File: src/rtl/seg_reader.sv
// seg_reader: passive monitor for a seven-segment digit display.
// Synchronizes and de-glitches the segment bus, decodes each newly stable
// pattern back to a BCD digit, and checks that successive digits step by
// exactly +1 or -1 (mod 10). Reports the inferred count direction, a
// saturating count of accepted digits, and strobes for bad steps and for
// patterns that are neither a digit nor blank. It never drives the bus.
module seg_reader #(
    parameter int unsigned STABLE_CYCLES = 4   // legal range 2..15
) (
    input  logic       clock,
    input  logic       reset,
    input  logic [6:0] display,
    output logic [3:0] number,
    output logic       valid,
    output logic       digit_ok,
    output logic       dir,
    output logic       step_err,
    output logic       seg_err,
    output logic [7:0] steps
);

    // ------------------------------------------------------------------
    // Types and constants
    // ------------------------------------------------------------------
    typedef enum logic {
        ST_EMPTY = 1'b0,   // no reference digit; next digit is not step-checked
        ST_TRACK = 1'b1    // prev_q holds the last accepted digit
    } state_t;

    localparam logic [3:0] STABLE_W  = 4'(STABLE_CYCLES);
    localparam logic [3:0] ACCEPT_AT = 4'(STABLE_CYCLES - 1);
    localparam logic [6:0] PAT_BLANK = 7'h00;
    localparam logic [7:0] STEPS_MAX = 8'hFF;

    // Segment pattern (bits g..a) to {legal, digit}. Blank decodes as
    // not-legal here and is distinguished separately by the caller.
    function automatic logic [4:0] seg_decode(input logic [6:0] pat);
        logic [4:0] r;
        case (pat)
            7'h3F:   r = {1'b1, 4'd0};
            7'h06:   r = {1'b1, 4'd1};
            7'h5B:   r = {1'b1, 4'd2};
            7'h4F:   r = {1'b1, 4'd3};
            7'h66:   r = {1'b1, 4'd4};
            7'h6D:   r = {1'b1, 4'd5};
            7'h7D:   r = {1'b1, 4'd6};
            7'h07:   r = {1'b1, 4'd7};
            7'h7F:   r = {1'b1, 4'd8};
            7'h6F:   r = {1'b1, 4'd9};
            default: r = {1'b0, 4'd0};
        endcase
        return r;
    endfunction

    // ------------------------------------------------------------------
    // State
    // ------------------------------------------------------------------
    // Input path
    logic [6:0] s1_q, s2_q;
    logic [6:0] h_q, h_d;
    logic [3:0] cnt_q, cnt_d;
    logic [6:0] last_acc_q, last_acc_d;
    logic       accept;

    // Tracking FSM and registered outputs
    state_t     state_q, state_d;
    logic [3:0] prev_q, prev_d;
    logic [3:0] number_q, number_d;
    logic       valid_q, valid_d;
    logic       digit_ok_q, digit_ok_d;
    logic       dir_q, dir_d;
    logic       step_err_q, step_err_d;
    logic       seg_err_q, seg_err_d;
    logic [7:0] steps_q, steps_d;

    // Decode of the held pattern
    logic       dec_legal;
    logic [3:0] dec_digit;
    logic       dec_blank;
    logic [3:0] delta;

    // ------------------------------------------------------------------
    // Glitch filter: restart the dwell count on any change, otherwise
    // count up to STABLE_CYCLES. Acceptance fires on the edge the count
    // reaches STABLE_CYCLES, and only for a pattern differing from the
    // last one accepted, so a glitch that returns to the same pattern
    // produces no new event. A change on that edge wins: the old pattern
    // is dropped.
    // ------------------------------------------------------------------
    always_comb begin
        // NOTE: every combinational output gets a default before any branch;
        // a path that leaves one unassigned would infer a latch.
        h_d        = h_q;
        cnt_d      = cnt_q;
        accept     = 1'b0;
        last_acc_d = last_acc_q;

        if (s2_q != h_q) begin
            h_d   = s2_q;
            cnt_d = 4'd1;
        end else if (cnt_q < STABLE_W) begin
            cnt_d = cnt_q + 4'd1;
            if ((cnt_q == ACCEPT_AT) && (h_q != last_acc_q)) begin
                accept     = 1'b1;
                last_acc_d = h_q;
            end
        end
    end

    // ------------------------------------------------------------------
    // Decode the held pattern and compute (digit - prev) mod 10.
    // ------------------------------------------------------------------
    always_comb begin
        {dec_legal, dec_digit} = seg_decode(h_q);
        dec_blank              = (h_q == PAT_BLANK);
        // Both operands are 0..9; the 4-bit wrap in the second branch
        // cancels out because the true result is always below 16.
        if (dec_digit >= prev_q) begin
            delta = dec_digit - prev_q;
        end else begin
            delta = dec_digit + 4'd10 - prev_q;
        end
    end

    // ------------------------------------------------------------------
    // Tracking FSM: classify each accepted pattern, check the step against
    // the previous digit when one is held, and form next output values.
    // ------------------------------------------------------------------
    always_comb begin
        state_d    = state_q;
        prev_d     = prev_q;
        number_d   = number_q;
        digit_ok_d = digit_ok_q;
        dir_d      = dir_q;
        steps_d    = steps_q;
        valid_d    = 1'b0;
        step_err_d = 1'b0;
        seg_err_d  = 1'b0;

        if (accept) begin
            if (dec_legal) begin
                number_d   = dec_digit;
                prev_d     = dec_digit;
                valid_d    = 1'b1;
                digit_ok_d = 1'b1;
                state_d    = ST_TRACK;
                if (steps_q != STEPS_MAX) begin
                    steps_d = steps_q + 8'd1;
                end
                // The first digit after EMPTY only establishes a reference.
                if (state_q == ST_TRACK) begin
                    if (delta == 4'd1) begin
                        dir_d = 1'b0;
                    end else if (delta == 4'd9) begin
                        dir_d = 1'b1;
                    end else begin
                        step_err_d = 1'b1;
                    end
                end
            end else if (dec_blank) begin
                digit_ok_d = 1'b0;
                state_d    = ST_EMPTY;
            end else begin
                seg_err_d  = 1'b1;
                digit_ok_d = 1'b0;
                state_d    = ST_EMPTY;
            end
        end
    end

    // ------------------------------------------------------------------
    // All state: synchronizer, filter, FSM and registered outputs.
    // ------------------------------------------------------------------
    always_ff @(posedge clock or posedge reset) begin
        if (reset) begin
            s1_q       <= 7'h00;
            s2_q       <= 7'h00;
            h_q        <= 7'h00;
            cnt_q      <= 4'd0;
            last_acc_q <= 7'h00;
            state_q    <= ST_EMPTY;
            prev_q     <= 4'd0;
            number_q   <= 4'd0;
            valid_q    <= 1'b0;
            digit_ok_q <= 1'b0;
            dir_q      <= 1'b0;
            step_err_q <= 1'b0;
            seg_err_q  <= 1'b0;
            steps_q    <= 8'd0;
        end else begin
            // NOTE: non-blocking assignments here so every flop samples the
            // pre-edge value of its source; blocking would collapse s1/s2
            // into a single stage.
            s1_q       <= display;
            s2_q       <= s1_q;
            h_q        <= h_d;
            cnt_q      <= cnt_d;
            last_acc_q <= last_acc_d;
            state_q    <= state_d;
            prev_q     <= prev_d;
            number_q   <= number_d;
            valid_q    <= valid_d;
            digit_ok_q <= digit_ok_d;
            dir_q      <= dir_d;
            step_err_q <= step_err_d;
            seg_err_q  <= seg_err_d;
            steps_q    <= steps_d;
        end
    end

    // ------------------------------------------------------------------
    // Outputs
    // ------------------------------------------------------------------
    assign number   = number_q;
    assign valid    = valid_q;
    assign digit_ok = digit_ok_q;
    assign dir      = dir_q;
    assign step_err = step_err_q;
    assign seg_err  = seg_err_q;
    assign steps    = steps_q;

endmodule

File: config.mk
export PLATFORM = sky130hd
export DESIGN_NAME = seg_reader
export DESIGN_NICKNAME = d
export VERILOG_FILES = /design/src/rtl/seg_reader.sv
export SDC_FILE = /design/constraint.sdc
export NUM_CORES = 1
export LEC_CHECK = 0
export CORE_UTILIZATION = 50
export CTS_BUF_LIST = sky130_fd_sc_hd__clkbuf_4
export DETAILED_ROUTE_END_ITERATION = 16
export GPL_TIMING_DRIVEN = 0
export PLACE_DENSITY = 0.78
export SLEW_MARGIN = 20
export SYNTH_ARGS = -nofsm -noshare
export SYNTH_HDL_FRONTEND = slang
export SYNTH_SLANG_ARGS = --single-unit
File: constraint.sdc
create_clock -name clock -period 5.6 [get_ports clock]
set_input_delay 1.4 -clock clock [delete_from_list [all_inputs] [get_ports clock]]
set_output_delay 1.4 -clock clock [all_outputs]
set_load 0.01 [all_outputs]
---- After elaboration in Yosys (flattened, before gate mapping) ----
Cells that the tools add are included.
word-level totals
  flip-flop bits (word level) ............. 49
  word-level logic and storage cells ...... 63
  bits of input ports ..................... 9
  output and inout port bits .............. 17
operators by class
  muxes and demuxes ....................... 19
  reduce and logical (&&, ||, !) cells .... 8
  equal/unequal tests ..................... 16
  bitwise gates (word level) .............. 1
  magnitude comparators ................... 2
  add/subtract/negate cells ............... 5
operators by type and width
  operator                                            number
  one-hot mux 5 bit (10 select lines)                 1
  == test 7 bit, second input constant                7
  2-to-1 mux 1 bit                                    15
  == test 7 x 3 -> 1 bit, second input constant       2
  inequality test 7 bit                               2
  2-to-1 mux 4 bit                                    3
  adder 8 x 1 -> 8 bit, second input constant         1
  inequality test 8 bit, second input constant        1
  subtractor 4 bit                                    2
  == test 7 x 6 -> 1 bit, second input constant       1
  logical NOT 7 bit                                   1
  AND reduction 3 bit                                 2
  adder 4 x 1 -> 4 bit, second input constant         1
  adder 4 bit, second input constant                  1
  == test 4 x 1 -> 1 bit, second input constant       1
  == test 4 x 2 -> 1 bit, second input constant       1
  == test 4 bit, second input constant                1
  greater-or-equal comparator 4 bit                   1
  < comparator 4 x 3 -> 1 bit, second input constant  1
  AND reduction 4 bit                                 1
  nonzero test 2 bit                                  2
  AND reduction 2 bit                                 1
  logical AND 1 bit                                   1
  NOT 1 bit                                           1

---- Longest topological paths before layout ----
Gate-level depths: netlist (run 1).
  depth after elaboration ................. 11
  depth in mapped cells ................... 13
  mapped depth without buffers ............ 12

---- Worst setup path before layout (run 1) ----
No wires, ideal clock.
  path type ............................... reg2reg
  start point ............................. register h_q[3]
  end point ............................... register dir_q, in the netlist dir
  cell stages (with the launch flop) ...... 12
  buffers on the path ..................... 1
  required time ........................... 5.472 ns
  slack ................................... 2.559 ns
  setup time .............................. 0.128 ns
  arrival ................................. 2.914 ns
  clock period less this slack ............ 3.041 ns
  cells stage by stage .................... dfrtp_1 -> clkbuf_1 -> nor4_1 -> nand4_1 -> o21ai_1 -> inv_1 -> fa_1 -> a21boi_0 -> o21ai_0 -> a31oi_1 -> nor4b_2 -> mux2_1
on the way
  cells in the longest elaborated chain, start to end .. 8
  elaborated cells between the ends (all ways) .. 27
  classes of those cells .................. add/sub (3); order compare (1); eq/ne (14); mux (6); reduce/logical (3)
RTL lines
  element                                                  RTL line  source
  start, declared                                          60        logic [6:0] h_q, h_d;
  start signal, assigned                                   178       h_q <= 7'h00;
  start signal, assigned                                   196       h_q <= h_d;
  == test 7 bit, or another cell as far along              39        case (pat)
  one-hot mux 5 bit (10 select lines) *                    39
  via dec_digit[1]                                         78        logic [3:0] dec_digit;
  adder 4 bit                                              121       delta = dec_digit + 4'd10 - prev_q;
  subtractor 4 bit                                         121
  2-to-1 mux 4 bit *                                       118       if (dec_digit >= prev_q) begin
  == test 4 x 1 -> 1 bit or == test 4 bit (tied branches)  152, 154
  nonzero test 2 bit (no line)                             --
  AND reduction 4 bit (no line)                            --
  end signal, assigned                                     204       dir_q <= dir_d;
  end, declared                                            71        logic dir_q, dir_d;
Mark *: on every way through the listed nets, which the timed path passes. The rest lies on a longest branch.
A chain may end at the register's enable or synchronous reset.

---- Final worst setup path (run 1) ----
Same ends and word-level chain as after synthesis.

==> results of run 1 <==
## path summary, 6_finish.rpt
kind	start	to	slack, ns	cells past startpoint
setup / recovery	h_q[3]	dir	1.96	11
hold / removal	s1_q[4]	s2_q[4]	0.36	0
setup reg to reg	h_q[3]	dir	1.96	11
hold reg to reg	s1_q[4]	s2_q[4]	0.36	0
max in group asynchronous	reset	s1_q[4]	3.74	3
min in group asynchronous	reset	cnt_q[3]	1.36	2
## synth_stat cells (4+ instances only)
cell type,n
clkbuf_1,10
mux2_2,9
a31oi_1,4
o21ai_0,8
xnor2_1,6
nand3_1,6
nand2_1,14
nor2_1,7
xor2_1,15
ha_1,8
buf_6,4
inv_1,12
dfrtp_1,49
## cell usage in the layout, fill, tap and decap left out, types with 2 or more instances in the layout
| cell | instances |
|---|---|
| clkdlybuf4s50_1 | 25 |
| dfrtp_1 | 49 |
| xor2_1 | 15 |
| mux2_2 | 9 |
| buf_6 | 4 |
| nand4_1 | 3 |
| inv_1 | 11 |
| nor4_1 | 2 |
| a21oi_1 | 2 |
| and2_1 | 2 |
| nand3b_1 | 2 |
| fa_1 | 3 |
| o21ai_0 | 8 |
| clkbuf_1 | 10 |
| a31oi_1 | 4 |
| a21boi_0 | 2 |
| xnor2_1 | 6 |
| nand2_1 | 14 |
| nor2_1 | 7 |
| xnor2_2 | 3 |
| bufinv_16 | 2 |
| nand3_1 | 6 |
| ha_1 | 8 |
| nor4b_1 | 3 |
| clkbuf_4 | 5 |
| nor4_4 | 2 |
| nor3_1 | 3 |
## cells by family (layout without fill, tap and decap cells)
family | after synthesis | count (layout)
and+or+nand+nor | 55 | 55
DFF | 49 | 49
buffers and inverters | 27 | 61
xor gates and xnor gates | 25 | 25
AOI/OAI and AO/OA | 24 | 24
adders and majority gates | 11 | 11
muxes | 10 | 10
## power breakdown
part	total, mW	switching, mW	internal (mW)
registers	0.366	0.00450	0.362
clock network	0.246	0.108	0.138
logic	0.0495	0.0265	0.0230
total	0.662	0.139	0.523
## cell type report
type                            count  area [um^2]
Clock buffer                        5         37.5
Buffer                             15         87.6
Sequential cell                    49         1230
Timing Repair Buffer               26          270
Clock inverter                      3         65.1
Multi-Input combinational cell    125         1060
Tap cell                           52         65.1
Inverter                           12         45.0
Fill cell                         346         1650
## per-layer routing
metal  track usage, %  vias to the layer above  routed length [um]
met5                0                        -                   0
met1             23.1                      734                1810
met4             4.58                        0                  42
met3             4.22                        4                 133
li1                 -                      739                   -
met2             28.5                       34                1790
## registers in the layout (all words and copies together) (netlist names)
name        count
s1_q            7
last_acc_q      7
dir             1
step_err        1
valid           1
number          4
steps           8
seg_err         1
h_q             7
cnt_q           4
s2_q            7
digit_ok        1
==> key figures, run 1 <==
Run status
  – Outcome: completed

Yosys
  – Top_reg_cell synth: dfrtp_1
  – Largest family of logic cells by synthesized area: simple AND/OR/NAND/NOR gates
  – Yosys Warn Count: 0
  – Post-Synth XOR/XNOR Area: 10.8%
  – Post-synthesis simple-gate area fraction: 14.8%
  – Synth Area in Compound Gates: 6.89%
  – Post-Synth Adder-Cell Area: 6.63%
  – Avg Cell Area, Syn: approximately 12 um^2
  – Count of different cell masters after synthesis: between 40 and 50
  – EDFF count, synth: 0
  – Syn Nets: approximately 220
  – Register area share after synthesis: 50.8%
  – Dominant cell type by area after synthesis: dfrtp_1
  – Area of the mapped netlist: between 2000 and 2500 um^2
  – Seq cells post-synth: 49
  – Multiplexer area fraction after synthesis: 4.66%
  – Synth top area share: 50.8%
  – Synthesized instance count: 201
  – Top cells by area, synth: dfrtp_1, xor2_1, mux2_2
  – Post-synth ARST share: 100%

Timing
  – Final Cycle Share: between 60% and 70%
  – Setup repair after global routing missed its margin: false
  – Fmax: 275 MHz
  – Hold Fails Final Rpt: 0
  – Final worst slack: 1.96 ns
  – Final Slew Violations: 0
  – Clk_skew: between 0.01 and 0.015 ns
  – Setup violations, final: 0
  – Final hold slack: 0.364 ns
  – Setup TNS: 0 ns
  – Max_slew headroom: 52.6%
  – Worst slew pin tran: 0.705 ns
  – Min Tclk post-route: 3.64 ns

Critical path
  – CP peak stage delay: 0.47 ns
  – CP Class: reg2reg
  – Critical Path, Cell by Cell: clkbuf_1 > nor4_1 > nand4_1 > o21ai_1 > inv_1 > fa_1 > a21boi_0 > o21ai_0 > a31oi_1 > nor4b_2 > mux2_1
  – Critical path fanouts, max: 10
  – Startpoint types: register
  – Crit path DAT: 3.89 ns
  – Top Family by Delay on Critical Path: compound AO/OA/AOI/OAI gates
  – Critical path's slowest cell: nor4_1
  – Crit path buffers/inverters: 2
  – Critical Path RT: slightly below 6 ns
  – CP Capture Type: register

CTS
  – Post-CTS Hold Fix Bufs: 0
  – Post-CTS Setup Inserts: 0
  – Clk buf depth: 2
  – H-tree Lvls: 2
  – Clock sink count: 49
  – CTS tree: yes
  – CTS buffer count: 5
  – Clk pin slew, worst setup/hold paths: 0.14 ns
  – PostCTS Resize Cnt: 0
  – Clk Latency, worst-skew pair: approximately 0.35 ns
  – Root buffer cell: clkbuf_4

Drt
  – Final ANT Viol Nets: 0
  – Drt pass-1 iters: 6
  – Drt initial violations: 65
  – Drt drc: 0
  – Via count: roughly 1,500
  – WL per Instance: 13.2 um
  – DR vias/cell: between 5 and 6
  – Detailed Route WL: ~3800 um

Global routing
  – Largest net degree at the start of global routing: 29
  – Overflow left after global routing: 0
  – Total GRT Usage: 17.3%
  – Antenna violations before repair: 0
  – First-pass GRT wire length: 6870 um
  – Number of global-route vias before repair: 1,494

Place
  – Dpl cell area: about 2800 um^2
  – Placed cell count: roughly 280
  – DP Wirelength: between 2000 and 3000 um
  – GPL Wtd Cong: 0.808
  – Setup slack at placement: 2.06 ns
  – Port Buffer Count: 25

Floorplan
  – DIE WIDTH: 71.5 um
  – Starting Density: between 50% and 60%
  – Core Box Area: 4500 um^2
  – Die Y: 71.5 um
  – Site row count: 24
  – I/O pin count: 26
  – Die area: 5110 um^2

Final layout
  – Fin area: between 2000 and 3000 um^2
  – Final Core Density: 63.3%
  – Finished Layout Cells: 287
  – N_diodes: 0
  – Syn-to-layout area delta: 18.1%
  – Layout cells sized above 1: 15.7%
  – Fin nets: 254

Pwr
  – Maximum vdd drop: 203 uV
  – PnR Total Power: 0.662 mW
  – PD cells: about 230 nW/um^2
  – Leakage: about 1.3 nW

Flow run
  – Maxcap violations: 0

Hold path
  – HP Class: reg2reg
Note: power is estimated with default switching activity, not from simulation.
==> run 2: changes to the inputs <==
- clock period: 5.6 -> 3.5 ns (I/O delays scaled with it)
==> run 2 against run 1 <==
Against the previous run: total power increased by 60%; flip-flop and latch count is the same; via count increased by 0.73%; worst setup slack got worse by 1.8 ns; final area grew 0.75%; final cell count shrank 0.35%; count of clock-buffer cells in the layout unchanged; first-iteration DRC count fell by 18%; core utilization increased by 0.47 points; non-clock buffer count down 1; combinational power up 61%; clock power grew 59%.
==> key figures, run 2 (synthesized netlist as in run 1, its figures left out) <==
Place
  – Placed cell count: 279 (unchanged)
  – Dpl cell area: 2750 um^2 (unchanged)
  – Port Buffer Count: 25 (unchanged)
  – GPL Wtd Cong: 0.808 (unchanged)
  – DP Wirelength: 2860 um (unchanged)

Floorplan
  – Site row count: 24 (unchanged)
  – I/O pin count: 26 (unchanged)
  – DIE WIDTH: 71.5 um (unchanged)
  – Die area: 5110 um^2 (unchanged)
  – Core Box Area: 4500 um^2 (unchanged)
  – Starting Density: 53.6% (unchanged)
  – Die Y: 71.5 um (unchanged)

Final layout
  – Fin nets: 253 (was 254)
  – N_diodes: 0 (unchanged)
  – Final Core Density: 63.8% (was 63.3%)
  – Commonest cells after routing, fill and taps aside: dfrtp_1, clkdlybuf4s50_1, xor2_1 (unchanged)
  – Finished Layout Cells: 286 (was 287)
  – Fin area: 2870 um^2 (was 2850 um^2)
  – Max reg flops: 8 (unchanged)
  – Syn-to-layout area delta: 19.0% (was 18.1%)
  – Commonest non-fill, non-tap cell in the layout: dfrtp_1 (unchanged)
  – Layout cells sized above 1: 17.1% (was 15.7%)

Global routing
  – Antenna violations before repair: 0 (unchanged)
  – First-pass GRT wire length: 6870 um (unchanged)
  – Largest net degree at the start of global routing: 29 (unchanged)
  – Overflow left after global routing: 0 (unchanged)
  – Total GRT Usage: 17.3% (unchanged)
  – Number of global-route vias before repair: 1,491 (was 1,494)

Critical path
  – Critical Path RT: 3.75 ns (was 5.85 ns)
  – Flop2flop setup slack: 0.17 ns (was 1.96 ns)
  – Worst-case reg-to-reg path depth: 10 (was 11)
  – CP Class: reg2reg (unchanged)
  – Critical path fanouts, max: 10 (unchanged)
  – Crit path DAT: 3.58 ns (was 3.89 ns)
  – CP Capture Type: register (unchanged)
  – Startpoint types: register (unchanged)

CTS
  – Post-CTS Hold Fix Bufs: 0 (unchanged)
  – H-tree Lvls: 2 (unchanged)
  – Clk Latency, worst-skew pair: 0.35 ns (about the same)
  – Post-CTS Setup Inserts: 0 (unchanged)
  – Root buffer cell: clkbuf_4 (unchanged)
  – CTS buffer count: 5 (unchanged)
  – Clock sink count: 49 (unchanged)
  – CTS tree: yes (unchanged)
  – Clk pin slew, worst setup/hold paths: 0.13 ns (was 0.14 ns)
  – Clk buf depth: 2 (unchanged)

Timing
  – Fmax: 300 MHz (was 275 MHz)
  – Max_slew headroom: 52.8% (was 52.6%)
  – Setup repair after global routing missed its margin: false (unchanged)
  – Hold Fails Final Rpt: 0 (unchanged)
  – Final hold slack: 0.364 ns (about the same)
  – Min Tclk post-route: 3.33 ns (was 3.64 ns)
  – Final Cycle Share: 95.1% (was 65.0%)
  – Setup violations, final: 0 (unchanged)
  – Final Slew Violations: 0 (unchanged)
  – Clk_skew: 0.0112 ns (was 0.0118 ns)
  – Worst slew pin tran: 0.703 ns (was 0.705 ns)

Hold path
  – Hold depth: 0 (unchanged)
  – HP Class: reg2reg (unchanged)

Drt
  – Drt drc: 0 (unchanged)
  – Final ANT Viol Nets: 0 (unchanged)
  – DR vias/cell: 5.32 (was 5.26)
  – WL per Instance: 13.3 um (was 13.2 um)
  – Detailed Route WL: 3810 um (was 3780 um)
  – Drt pass-1 iters: 4 (was 6)
  – Via count: 1,522 (was 1,511)
  – Drt initial violations: 53 (was 65)

Flow run
  – Maxcap violations: 0 (unchanged)

Pwr
  – Maximum vdd drop: 331 uV (was 203 uV)
  – Power share of the clock group: 36.9% (was 37.2%)
  – Psw: 0.221 mW (was 0.139 mW)
  – Leakage: 1.29 nW (about the same)
  – Comb power frac: 7.5% (about the same)
  – PD cells: 368 nW/um^2 (was 232 nW/um^2)
  – Reg power frac: 55.5% (was 55.3%)
  – Sw Ratio: 20.9% (was 21.0%)
  – Power Internal: 0.837 mW (was 0.523 mW)

Run status
  – Outcome: completed (unchanged)
-- run 2: changes by cell type in the layout (fill, tap and decap cells not counted), sizes merged --
cell    previous run  this run
clkbuf            15        14
-- run 2: final cells by class --
class | instances | area [um^2]
clock buffer | 5 | 37.5
tap | 52 | 65.1
buffer | 14 | 83.8
sequential | 49 | 1230
multi-input combinational | 125 | 1080
inverter | 12 | 45.0
fill | 342 | 1630
timing repair buffer | 26 | 270
clock inverter | 3 | 65.1
-- run 2: final timing paths --
path	from	endpoint
hold reg to reg	s1_q[4]	s2_q[4]
setup / recovery	h_q[3]	dir
hold / removal	s1_q[4]	s2_q[4]
max in group asynchronous	reset	s1_q[4]
setup reg to reg	h_q[3]	dir
min in group asynchronous	reset	steps[4]
-- run 2: repair_timing --
| action | CTS | global route |
|---|---|---|
| resized for setup | 1 | 4 |
| pin swaps | 0 | 0 |
| setup endpoints to repair | 1 | 1 |
-- run 2: worst max-delay path, cell delays in order (launching register included) --
cell,delay [ns]
dfrtp_1,0.38
clkbuf_1,0.25
nor4b_2,0.49
a31oi_1,0.08
o21ai_0,0.32
ha_1,0.36
fa_1,0.49
nor3_1,0.17
a31oi_1,0.09
nor4b_2,0.26
mux2_1,0.35
-- run 2: stage by stage --
stage	worst slack [ns]	TNS (ns)	total power, mW
2_1_floorplan	0.459	0	0.653
3_3_place_gp	0.0814	0	0.673
3_5_place_dp	-0.0411	-0.0411	0.678
4_1_cts	0.0172	0	1.07
5_1_grt	0.00455	0	1.10
6_report	0.170	0	1.06
-- run 2: power by group through the flow --
stage	clock network, mW	logic [mW]	registers [mW]
after floorplan	0	0.0573	0.596
after global placement	0	0.0758	0.597
after detailed placement	0	0.0803	0.597
after CTS	0.405	0.0810	0.586
after global routing	0.426	0.0884	0.590
final	0.391	0.0796	0.588
-- run 2: routing by layer --
metal	wire length (um)	vias up	track usage, %	part of all wire (%)
li1	-	741	-	-
met1	1780	738	23.1	47
met2	1840	39	28.5	48
met3	144	4	4.22	3.8
met4	41	0	4.58	1.1
met5	0	-	0	0
==> run 3: changes to the inputs <==
- GPL_ROUTABILITY_DRIVEN: unset -> 0
- SLEW_MARGIN: 20 -> unset
==> results of run 3 <==
Same layout as run 2: the final DEF is identical, and so are final timing and power.
